==> config.mk <==
export PLATFORM = sky130hd
export DESIGN_NAME = fp_pipe_sched_flat
export DESIGN_NICKNAME = d
export VERILOG_FILES = /design/src/rtl/fp_sched_pkg.sv /design/src/rtl/fp_pipe_sched_if.sv /design/src/rtl/rob_age_cmp.sv /design/src/rtl/fp_pipe_sched.sv /design/src/flat_wrapper.sv
export SDC_FILE = /design/constraint.sdc
export NUM_CORES = 1
export LEC_CHECK = 0
export CORE_UTILIZATION = 25
export DETAILED_ROUTE_END_ITERATION = 10
export HOLD_SLACK_MARGIN = 0.08
export PLACE_DENSITY = 0.55
export SYNTH_ARGS = -nofsm -noshare
export SYNTH_HDL_FRONTEND = slang
export SYNTH_HIERARCHICAL = 1
export SYNTH_SLANG_ARGS = --single-unit
==> constraint.sdc <==
create_clock -name clk -period 1.44 [get_ports clk]
set_input_delay 0.144 -clock clk [delete_from_list [all_inputs] [get_ports clk]]
set_output_delay 0.144 -clock clk [all_outputs]
set_load 0.01 [all_outputs]
==> src/rtl/fp_sched_pkg.sv <==
// -----------------------------------------------------------------------------
// fp_sched_pkg
// Shared types for the floating-point writeback scheduler.
//   fp_class_e   : operation class (ADD/MUL/FMA). Encoding 3 is reserved.
//   sched_slot_t : control half of one latency-reservation slot (valid + class).
//                  ROB tag and destination register widths depend on module
//                  parameters, so those fields live in parallel arrays in the core.
//   lat_of()     : issue-to-writeback latency of a class.
// -----------------------------------------------------------------------------
package fp_sched_pkg;

  typedef enum logic [1:0] {
    FP_ADD = 2'd0,
    FP_MUL = 2'd1,
    FP_FMA = 2'd2,
    FP_RSV = 2'd3
  } fp_class_e;

  typedef struct packed {
    logic      valid;
    fp_class_e cls;
  } sched_slot_t;

  localparam sched_slot_t SLOT_EMPTY = '{valid: 1'b0, cls: FP_ADD};

  // Reserved class maps to the FMA latency; callers gate it out of issue.
  function automatic int lat_of(fp_class_e c, int add_lat, int mul_lat, int fma_lat);
    case (c)
      FP_ADD:  return add_lat;
      FP_MUL:  return mul_lat;
      default: return fma_lat;
    endcase
  endfunction

endpackage

==> src/rtl/fp_pipe_sched_if.sv <==
// -----------------------------------------------------------------------------
// fp_pipe_sched_if
// Issue / redirect / wakeup / writeback bundle of the FP writeback scheduler.
//   master : issue-queue / backend side (drives issue and redirect).
//   slave  : the scheduler (drives ready, wakeup, writeback, busy).
// Signals:
//   iss_valid, iss_class[1:0], iss_rob[ROB_WIDTH:0], iss_rd  : issue request
//   iss_ready[2:0]                                          : per-class permission
//   redirect, redirect_rob[ROB_WIDTH:0]                     : backend redirect
//   wakeup_en, wakeup_rd                                    : early register wakeup
//   wb_en, wb_class, wb_rob, wb_rd                          : writeback port
//   busy                                                    : any op in flight
// -----------------------------------------------------------------------------
interface fp_pipe_sched_if #(
  parameter int ROB_WIDTH  = 6,
  parameter int PREG_WIDTH = 7
);
  logic                  iss_valid;
  logic [1:0]            iss_class;
  logic [ROB_WIDTH:0]    iss_rob;
  logic [PREG_WIDTH-1:0] iss_rd;
  logic [2:0]            iss_ready;
  logic                  redirect;
  logic [ROB_WIDTH:0]    redirect_rob;
  logic                  wakeup_en;
  logic [PREG_WIDTH-1:0] wakeup_rd;
  logic                  wb_en;
  logic [1:0]            wb_class;
  logic [ROB_WIDTH:0]    wb_rob;
  logic [PREG_WIDTH-1:0] wb_rd;
  logic                  busy;

  modport master (
    output iss_valid, iss_class, iss_rob, iss_rd, redirect, redirect_rob,
    input  iss_ready, wakeup_en, wakeup_rd, wb_en, wb_class, wb_rob, wb_rd, busy
  );

  modport slave (
    input  iss_valid, iss_class, iss_rob, iss_rd, redirect, redirect_rob,
    output iss_ready, wakeup_en, wakeup_rd, wb_en, wb_class, wb_rob, wb_rd, busy
  );
endinterface

==> src/rtl/rob_age_cmp.sv <==
// -----------------------------------------------------------------------------
// rob_age_cmp
// Combinational ROB age compare on wrap-flagged tags (flag is the MSB).
//   i_a, i_b  : tags, ROB_WIDTH+1 bits
//   o_younger : 1 when i_a is younger than i_b
// Same flag: larger index is younger. Different flag: i_a has wrapped past
// i_b, so the smaller index is the younger one.
// -----------------------------------------------------------------------------
module rob_age_cmp #(
  parameter int ROB_WIDTH = 6
) (
  input  logic [ROB_WIDTH:0] i_a,
  input  logic [ROB_WIDTH:0] i_b,
  output logic               o_younger
);
  logic w_same_flag;

  assign w_same_flag = (i_a[ROB_WIDTH] == i_b[ROB_WIDTH]);
  assign o_younger   = w_same_flag ? (i_a[ROB_WIDTH-1:0] > i_b[ROB_WIDTH-1:0])
                                   : (i_a[ROB_WIDTH-1:0] < i_b[ROB_WIDTH-1:0]);
endmodule

==> src/rtl/fp_pipe_sched.sv <==
// -----------------------------------------------------------------------------
// fp_pipe_sched
// Writeback scheduler for FADD/FMUL/FMA sharing one writeback port. A
// latency-reservation shift register holds one slot per future writeback
// cycle: slot[k] writes back k cycles from now, slot[0] drives the port.
// Ports:
//   clk  : clock
//   rst  : asynchronous active-low reset
//   bus  : fp_pipe_sched_if.slave (issue, redirect, wakeup, writeback, busy)
// Parameters:
//   ROB_WIDTH, PREG_WIDTH         : tag index / physical register widths
//   ADD_LAT, MUL_LAT, FMA_LAT     : issue-to-writeback latencies
//                                   (FMA_LAT >= ADD_LAT, MUL_LAT >= 1)
//   WAKEUP_AHEAD                  : wakeup lead, < min(ADD_LAT, MUL_LAT)
// -----------------------------------------------------------------------------
module fp_pipe_sched
  import fp_sched_pkg::*;
#(
  parameter int ROB_WIDTH    = 6,
  parameter int PREG_WIDTH   = 7,
  parameter int ADD_LAT      = 2,
  parameter int MUL_LAT      = 3,
  parameter int FMA_LAT      = 5,
  parameter int WAKEUP_AHEAD = 1
) (
  input logic            clk,
  input logic            rst,
  fp_pipe_sched_if.slave bus
);
  localparam int TW   = ROB_WIDTH + 1;
  localparam int IDXW = $clog2(FMA_LAT + 1);

  // Slot state
  sched_slot_t           r_ctl [FMA_LAT];
  logic [TW-1:0]         r_rob [FMA_LAT];
  logic [PREG_WIDTH-1:0] r_rd  [FMA_LAT];

  // Shift sources (slot array plus an always-empty slot above the top)
  sched_slot_t           w_src_ctl [FMA_LAT+1];
  logic [TW-1:0]         w_src_rob [FMA_LAT+1];
  logic [PREG_WIDTH-1:0] w_src_rd  [FMA_LAT+1];

  // Next state
  sched_slot_t           w_ctl_nxt [FMA_LAT];
  logic [TW-1:0]         w_rob_nxt [FMA_LAT];
  logic [PREG_WIDTH-1:0] w_rd_nxt  [FMA_LAT];

  logic [FMA_LAT-1:0] w_valid;
  logic [FMA_LAT-1:0] w_kill;
  logic [FMA_LAT:0]   w_valid_ext;
  logic [2:0]         w_iss_ready;
  logic [3:0]         w_ready_ext;
  logic               w_iss_younger;
  logic               w_iss_kill;
  logic               w_accept;
  fp_class_e          w_iss_cls;
  int                 w_ins_idx;

  // ---------------------------------------------------------------------------
  // Redirect kill: one age comparator per slot, one for the issue port.
  // The redirecting tag itself is not younger than itself, so it survives.
  // ---------------------------------------------------------------------------
  for (genvar gk = 0; gk < FMA_LAT; gk++) begin : g_slot
    logic w_younger;

    rob_age_cmp #(.ROB_WIDTH(ROB_WIDTH)) u_age (
      .i_a       (r_rob[gk]),
      .i_b       (bus.redirect_rob),
      .o_younger (w_younger)
    );

    assign w_valid[gk] = r_ctl[gk].valid;
    assign w_kill[gk]  = bus.redirect & w_younger;
  end

  rob_age_cmp #(.ROB_WIDTH(ROB_WIDTH)) u_iss_age (
    .i_a       (bus.iss_rob),
    .i_b       (bus.redirect_rob),
    .o_younger (w_iss_younger)
  );

  assign w_iss_kill = bus.redirect & w_iss_younger;

  // ---------------------------------------------------------------------------
  // Issue readiness. A class of latency L lands in slot[L-1] after the shift,
  // which is where slot[L] currently sits, so slot[L] must be free. Index
  // FMA_LAT is the empty slot above the top and always reads free. Valids are
  // taken before kill, which can only refuse an issue that would have fit.
  // ---------------------------------------------------------------------------
  assign w_valid_ext = {1'b0, w_valid};

  // NOTE: every variable assigned in an always_comb gets a value on every path
  // (here unconditionally per loop pass); a missed path infers a latch.
  always_comb begin
    w_iss_ready = '0;
    for (int c = 0; c < 3; c++) begin
      w_iss_ready[c] = ~w_valid_ext[IDXW'(lat_of(fp_class_e'(2'(c)), ADD_LAT, MUL_LAT, FMA_LAT))];
    end
  end

  assign w_ready_ext = {1'b0, w_iss_ready};
  assign w_iss_cls   = fp_class_e'(bus.iss_class);
  assign w_accept    = bus.iss_valid & (w_iss_cls != FP_RSV)
                     & w_ready_ext[bus.iss_class] & ~w_iss_kill;
  assign w_ins_idx   = lat_of(w_iss_cls, ADD_LAT, MUL_LAT, FMA_LAT) - 1;

  // ---------------------------------------------------------------------------
  // Shift down by one with killed entries dropped; an accepted issue lands in
  // slot[L-1]. That slot's shift source is slot[L], known free when accepted.
  // ---------------------------------------------------------------------------
  always_comb begin
    for (int k = 0; k < FMA_LAT; k++) begin
      w_src_ctl[k]       = r_ctl[k];
      w_src_ctl[k].valid = r_ctl[k].valid & ~w_kill[k];
      w_src_rob[k]       = r_rob[k];
      w_src_rd[k]        = r_rd[k];
    end
    w_src_ctl[FMA_LAT] = SLOT_EMPTY;
    w_src_rob[FMA_LAT] = '0;
    w_src_rd[FMA_LAT]  = '0;

    for (int k = 0; k < FMA_LAT; k++) begin
      w_ctl_nxt[k] = w_src_ctl[k+1];
      w_rob_nxt[k] = w_src_rob[k+1];
      w_rd_nxt[k]  = w_src_rd[k+1];
      if (w_accept && (w_ins_idx == k)) begin
        w_ctl_nxt[k] = '{valid: 1'b1, cls: w_iss_cls};
        w_rob_nxt[k] = bus.iss_rob;
        w_rd_nxt[k]  = bus.iss_rd;
      end
    end
  end

  // NOTE: sequential state is updated with non-blocking assignments only, so
  // every flop samples the pre-edge value of every other flop.
  always_ff @(posedge clk or negedge rst) begin
    if (!rst) begin
      // NOTE: the slot array is a handful of flops, not a RAM, so it is reset
      // in full; this also forces the tag/rd outputs to 0 during reset.
      for (int k = 0; k < FMA_LAT; k++) begin
        r_ctl[k] <= SLOT_EMPTY;
        r_rob[k] <= '0;
        r_rd[k]  <= '0;
      end
    end else begin
      for (int k = 0; k < FMA_LAT; k++) begin
        r_ctl[k] <= w_ctl_nxt[k];
        r_rob[k] <= w_rob_nxt[k];
        r_rd[k]  <= w_rd_nxt[k];
      end
    end
  end

  // ---------------------------------------------------------------------------
  // Outputs. Redirect masks wakeup and writeback in the same cycle.
  // ---------------------------------------------------------------------------
  assign bus.iss_ready = w_iss_ready;
  assign bus.wb_en     = r_ctl[0].valid & ~w_kill[0];
  assign bus.wb_class  = r_ctl[0].cls;
  assign bus.wb_rob    = r_rob[0];
  assign bus.wb_rd     = r_rd[0];
  assign bus.wakeup_en = r_ctl[WAKEUP_AHEAD].valid & ~w_kill[WAKEUP_AHEAD];
  assign bus.wakeup_rd = r_rd[WAKEUP_AHEAD];
  assign bus.busy      = |w_valid;

endmodule

==> src/flat_wrapper.sv <==
// flat-port wrapper written by rule: the top's interface ports become plain ports
module fp_pipe_sched_flat import fp_sched_pkg::*;
#(
  parameter int ROB_WIDTH    = 6,
  parameter int PREG_WIDTH   = 7,
  parameter int ADD_LAT      = 2,
  parameter int MUL_LAT      = 3,
  parameter int FMA_LAT      = 5,
  parameter int WAKEUP_AHEAD = 1
)
  (clk, rst, bus_iss_valid, bus_iss_class, bus_iss_rob, bus_iss_rd, bus_redirect, bus_redirect_rob, bus_iss_ready, bus_wakeup_en, bus_wakeup_rd, bus_wb_en, bus_wb_class, bus_wb_rob, bus_wb_rd, bus_busy);
  fp_pipe_sched_if #(.ROB_WIDTH(ROB_WIDTH), .PREG_WIDTH(PREG_WIDTH)) bus_i ();
  input logic clk;
  input logic rst;
  input wire logic [$bits(bus_i.iss_valid)-1:0] bus_iss_valid;
  input wire logic [$bits(bus_i.iss_class)-1:0] bus_iss_class;
  input wire logic [$bits(bus_i.iss_rob)-1:0] bus_iss_rob;
  input wire logic [$bits(bus_i.iss_rd)-1:0] bus_iss_rd;
  input wire logic [$bits(bus_i.redirect)-1:0] bus_redirect;
  input wire logic [$bits(bus_i.redirect_rob)-1:0] bus_redirect_rob;
  output wire logic [$bits(bus_i.iss_ready)-1:0] bus_iss_ready;
  output wire logic [$bits(bus_i.wakeup_en)-1:0] bus_wakeup_en;
  output wire logic [$bits(bus_i.wakeup_rd)-1:0] bus_wakeup_rd;
  output wire logic [$bits(bus_i.wb_en)-1:0] bus_wb_en;
  output wire logic [$bits(bus_i.wb_class)-1:0] bus_wb_class;
  output wire logic [$bits(bus_i.wb_rob)-1:0] bus_wb_rob;
  output wire logic [$bits(bus_i.wb_rd)-1:0] bus_wb_rd;
  output wire logic [$bits(bus_i.busy)-1:0] bus_busy;
  assign bus_i.iss_valid = bus_iss_valid;
  assign bus_i.iss_class = bus_iss_class;
  assign bus_i.iss_rob = bus_iss_rob;
  assign bus_i.iss_rd = bus_iss_rd;
  assign bus_i.redirect = bus_redirect;
  assign bus_i.redirect_rob = bus_redirect_rob;
  assign bus_iss_ready = bus_i.iss_ready;
  assign bus_wakeup_en = bus_i.wakeup_en;
  assign bus_wakeup_rd = bus_i.wakeup_rd;
  assign bus_wb_en = bus_i.wb_en;
  assign bus_wb_class = bus_i.wb_class;
  assign bus_wb_rob = bus_i.wb_rob;
  assign bus_wb_rd = bus_i.wb_rd;
  assign bus_busy = bus_i.busy;
  fp_pipe_sched #(.ROB_WIDTH(ROB_WIDTH), .PREG_WIDTH(PREG_WIDTH), .ADD_LAT(ADD_LAT), .MUL_LAT(MUL_LAT), .FMA_LAT(FMA_LAT), .WAKEUP_AHEAD(WAKEUP_AHEAD)) u_core (.clk(clk), .rst(rst), .bus(bus_i));
endmodule
[Word level (Yosys, flattened, before mapping)]
Index checks and enable logic that the tools add are counted.
Word-level totals
  register bits: 85
  output and inout bits: 29
Cells by class
  $add $sub $neg: 1
  order comparisons: 13
  equality and inequality tests: 12
  muxes and demuxes: 24
  bitwise logic cells: 22
  reductions and logical operators: 8
Operators by type and width (number)
  two-way mux 7 bit: 10
  equality test 32 x 3 -> 1 bit (second input constant): 2
  > comparator 6 bit: 6
  < comparator 6 bit: 6
  equality test 32 x 2 -> 1 bit (second input constant): 1
  equality test 32 x 4 -> 1 bit (second input constant): 1
  zero test 32 bit: 1
  subtractor 32 x 2 -> 32 bit (second input constant): 1
  two-way mux 3 bit: 5
  bitwise AND 1 bit: 14
  inverter 1 bit: 8
  two-way mux 1 bit: 7
  equality test 1 bit: 6
  one-hot mux 3 bit (2 select lines): 1
  logical AND 1 bit: 5
  OR reduction 5 bit: 1
  < comparator 2 x 3 -> 1 bit (second input constant): 1
  binary-select mux 1 bit (select 2 bit): 1
  equality test 2 x 1 -> 1 bit (second input constant): 1
  zero test 2 bit: 1
  inequality test 2 bit (second input constant): 1

[Depth between registers and ports, before layout]
  depth in word-level cells: 7
  depth in mapped cells: 10
  gate-level depth less buffers: 9

[Hierarchy]
Netlist, hierarchy kept.
Modules (own cells, without submodules)
  fp_pipe_sched: instances 1, cells each 195, area each 2952.8 um2, seq. area each 2127.0 um2
  rob_age_cmp: instances 6, cells each 23, area each 175.2 um2, seq. area each 0.0 um2

[Least setup slack after synthesis]
No wires, ideal clock.
  kind: in2reg
  from: input port bus_redirect_rob[5]
  to: register u_core/r_rd[19] (netlist bit)
  setup time: 0.125 ns
  arrival: 1.723 ns
  required time: 1.315 ns
  path slack: -0.408 ns
  stages: 9
  path through: inv_1 > ha_1 > nand4_2 > o221ai_2 > mux2i_1 > nand2_2 > nand4_4 > buf_6 > mux2_4
RTL lines
  start, declared: line flat_wrapper.sv:20  | input wire logic [$bits(bus_i.redirect_rob)-1:0] bus_redirect_rob;
  end signal, assigned by index: line fp_pipe_sched.sv:149  | r_rd[k] <= w_rd_nxt[k];
  end, declared: line fp_pipe_sched.sv:36  | logic [PREG_WIDTH-1:0] r_rd [FMA_LAT];

[Worst setup path in the final report]
  from: register u_core/r_rob[26] (netlist bit)
  to: output port bus_wakeup_en
On the way
  longest elaborated chain between the ends: 5
  elaborated cells between the ends (all ways): 6
  those cells by class: order compare: 2; mux: 1; bitwise: 3
Ends and longest elaborated chain
  start, declared: line fp_pipe_sched.sv:35  | logic [TW-1:0] r_rob [FMA_LAT];
  start signal, assigned by index: line fp_pipe_sched.sv:148  | r_rob[k] <= w_rob_nxt[k];
  < comparator 6 bit or > comparator 6 bit (tied branches): line rob_age_cmp.sv:20, rob_age_cmp.sv:19
  two-way mux 1 bit (*): line rob_age_cmp.sv:19  | assign o_younger = w_same_flag ? (i_a[ROB_WIDTH-1:0] > i_b[ROB_WIDTH-1:0])
  named net u_core.g_slot[1].w_younger: line fp_pipe_sched.sv:64  | logic w_younger;
  bitwise AND 1 bit (*): line fp_pipe_sched.sv:73  | assign w_kill[gk] = bus.redirect & w_younger;
  inverter 1 bit (*): line fp_pipe_sched.sv:162  | assign bus.wakeup_en = r_ctl[WAKEUP_AHEAD].valid & ~w_kill[WAKEUP_AHEAD];
  bitwise AND 1 bit (*): line fp_pipe_sched.sv:162
  end, declared: line flat_wrapper.sv:22  | output wire logic [$bits(bus_i.wakeup_en)-1:0] bus_wakeup_en;
The timed path passes the listed nets; every way through them passes the cells marked *.

==> out/results.ini <==
[die]
die_area_sq_um = 16500
num_rows = 45
die-width_um = 129
floorplan.initialDensity = 0.260
die_h_um = 129
boundaryPins = 56
floorplan_core_area_sq_um = 15400

[sta]
finalMaxSlewViolations = 0
final_worst_clock_skew_ns = 0.00455
peak_clock_frequency_supported_by_timing_mhz = 500
final-setup-viol-count = 37
time_the_worst_path_needs_with_i_o_delays_and_setup_ns = 2.00
rsz_0062_raised_after_global_routing = true
finalCritPeriodShare = 1.39
timing.final.hold_violations = 0
post-route-worst-setup-slack_ns = -0.562
totalNegativeSetupSlack_ns = -8.92

[final_layout]
postLayoutCellArea_sq_um = 5820
nets = 475
area_growth_syn_to_layout_pct = 45.3
post_route_cells_drive_above_1_share = 0.422
post-route-util = 0.377
num_antenna_cells = 0

[cts]
tritoncts_num_sinks = 85
cts_tree = yes
cts_htree_levels = 3
cts_inserted_buffers = 9
clk_latency_ns = 0.33
cts-root-buf = sky130_fd_sc_hd__clkbuf_16
cts.clk_slew.worst_paths_ns = 0.06
cts.path.max_buffers = 2

[synth]
synth_top_area_frac = 0.531
synth_area_leader_cell = sky130_fd_sc_hd__dfrtp_1
yosysWarnings = 6
sequential_element_share_of_the_synthesized_area = 0.531
yosys-top-cells-area = sky130_fd_sc_hd__dfrtp_1 (53%), sky130_fd_sc_hd__ha_1 (11%), sky130_fd_sc_hd__mux2_2 (5.9%)
synthesis.area_per_instance_sq_um = 12.0
post_synth_inst_count = 333
syn-cell-area_sq_um = 4000
synth_seq_cells = 85
yosysUniqueCellTypes = 25

[worst_setup_path]
path_max_fanout = 3
crit_path_start_kind = flop
crit_path_end_kind = output pin
critPathRequiredTime_ns = 1.30
critPathArrivalTime_ns = 1.86
criticalPathCategory = flop to output pin
rr_worst_depth = 7

[grt]
grt_max_degree = 38
global_route.overflow_total = 0
gr-usage-all-layers = 0.108
grt_pass1_vias = 2670
grt_pass1_wl_mm = 13.5
antenna_found_initial = 0

[pwr]
static-leakage-power_nw = 2.70
power_density_nw_per_um2 = 1110
ir_worst_vdd_mv = 0.597

[drt]
totalWireLength_mm = 8.29
post-route-drc-count = 0
route.antenna.remaining_nets = 0
drt_iter0_drc = 70
number_of_iterations_in_the_first_detailed_routing_pass = 4
post_drt_via_cell_ratio = 3.86
dr_total_vias = 2422
routedWlPerCell_um = 13.2

[run_status]
run_status = finished with violations
failed_checks = negative setup slack

[hold_path]
hold_path_depth = 3
min_path_type = input pin to flop

[placed_design]
number_of_buffer_cells_added_on_primary_ports = 54
place_congestion = 0.754
placedInstanceArea_sq_um = 5000
detailedPlacementHpwl_mm = 6.08

[job]
max-cap-violations = 0

-- cell usage after synthesis (all sizes together) --
cell type	number
nand4	7
nand2	20
clkbuf	32
ha	36
nand3	1
nor4	1
nor2b	1
dfrtp	85
mux2i	6
buf	26
a21oi	18
and2	3
a21boi	4
o21ai	6
nor2	1
conb	1
mux2	28
inv	44
xnor2	6
o221ai	6
nand2b	1
-- sequential cells by signal, indices dropped and copies added, names as in the netlist --
name,count
u_core/r_rd,21
u_core/bus.wb_rd,7
u_core/bus.wakeup_rd,7
u_core/bus.wb_class,2
u_core/bus.wb_rob,7
u_core/r_ctl,13
u_core/r_rob,28
-- metrics by stage --
stage / cells / hold slack (ns) / setup slack, ns / total power (W)
detailed placement: 596 / 0.0477 / -1.24 / 0.00372
finish: 628 / 0.185 / -0.562 / 0.00644
global placement: 596 / 0.0469 / -1.19 / 0.00370
floorplan: 350 / -0.152 / -0.280 / 0.00329
global route: 628 / 0.183 / -0.688 / 0.00676
CTS: 627 / 0.195 / -0.620 / 0.00648
-- critical path: stages (launching register included) --
cell	delay, ns
sky130_fd_sc_hd__dfrtp_1	0.40
sky130_fd_sc_hd__ha_4	0.30
sky130_fd_sc_hd__nand4_4	0.12
sky130_fd_sc_hd__o221ai_4	0.20
sky130_fd_sc_hd__mux2i_2	0.28
sky130_fd_sc_hd__a21boi_2	0.08
sky130_fd_sc_hd__buf_2	0.15
-- final timing paths --
check                                       from                       to  slack [ns]
worst max-delay path            u_core/r_rob[26]            bus_wakeup_en       -0.56
worst min-delay path              bus_iss_rob[0]         u_core/r_rob[14]        0.18
worst max register to register  u_core/r_rob[19]         u_core/r_ctl[11]       -0.15
worst min register to register    u_core/r_rd[1]           u_core/r_rd[8]        0.35
max in group asynchronous                    rst  u_core/bus.wakeup_rd[2]        0.69
min in group asynchronous                    rst      u_core/bus.wb_rd[3]        0.23
-- cells in the final DEF (no fill, tap or decap), types with 3 or more instances in the layout --
cell                               n
sky130_fd_sc_hd__clkbuf_2          3
sky130_fd_sc_hd__buf_4            46
sky130_fd_sc_hd__clkbuf_16         9
sky130_fd_sc_hd__dfrtp_1          85
sky130_fd_sc_hd__buf_6            10
sky130_fd_sc_hd__o21ai_0           4
sky130_fd_sc_hd__buf_2             8
sky130_fd_sc_hd__dlygate4sd2_1     7
sky130_fd_sc_hd__o221ai_2          4
sky130_fd_sc_hd__conb_1           18
sky130_fd_sc_hd__a21oi_1           8
sky130_fd_sc_hd__mux2i_1           4
sky130_fd_sc_hd__nand4_4           7
sky130_fd_sc_hd__xnor2_1           5
sky130_fd_sc_hd__a21oi_2          10
sky130_fd_sc_hd__mux2_4           28
sky130_fd_sc_hd__nand2_1          18
sky130_fd_sc_hd__inv_1            40
sky130_fd_sc_hd__ha_1             15
sky130_fd_sc_hd__ha_4             21
sky130_fd_sc_hd__clkdlybuf4s50_1  29
-- power by group --
group,total [W],switching [W],internal (W)
Clock,0.00254,0.000952,0.00158
Combinational,0.00124,0.000561,0.000682
Sequential,0.00266,0.0000998,0.00256
-- cells by family after synthesis --
kind of cell | share of synthesized area
flip-flops | 0.531
XOR/XNOR | 0.0131
AO/OA/AOI/OAI | 0.0600
other | 0.000937
buffers and inverters | 0.122
adder cells (fa/ha/maj) | 0.112
AND/OR/NAND/NOR | 0.0600
multiplexers | 0.100
-- layer usage --
layer	vias up	share of wire	track usage
met1	1184	0.44	0.132
met4	0	0.021	0.0505
li1	1188	-	-
met5	-	0	0
met3	9	0.025	0.0166
met2	41	0.51	0.186
-- repair_timing --
item / 4_1_cts / 5_1_grt
cloned: 1 / 0
buffers inserted: 14 / 3
hold buffers: 1 / 0
pin swaps: 24 / 10
hold endpoints to repair: 85 / 0
endpoints found under the setup margin: 46 / 41
gates resized for setup: 130 / 24
-- final cells by class --
cell class	instances	area, sq um
Timing Repair Buffer	108	935
Inverter	44	190
Fill cell	1459	9610
Clock inverter	6	93.8
Clock buffer	10	239
Sequential cell	85	2130
Tap cell	211	264
Multi-Input combinational cell	164	1970
No activity file was read; power rests on OpenSTA's default activity.
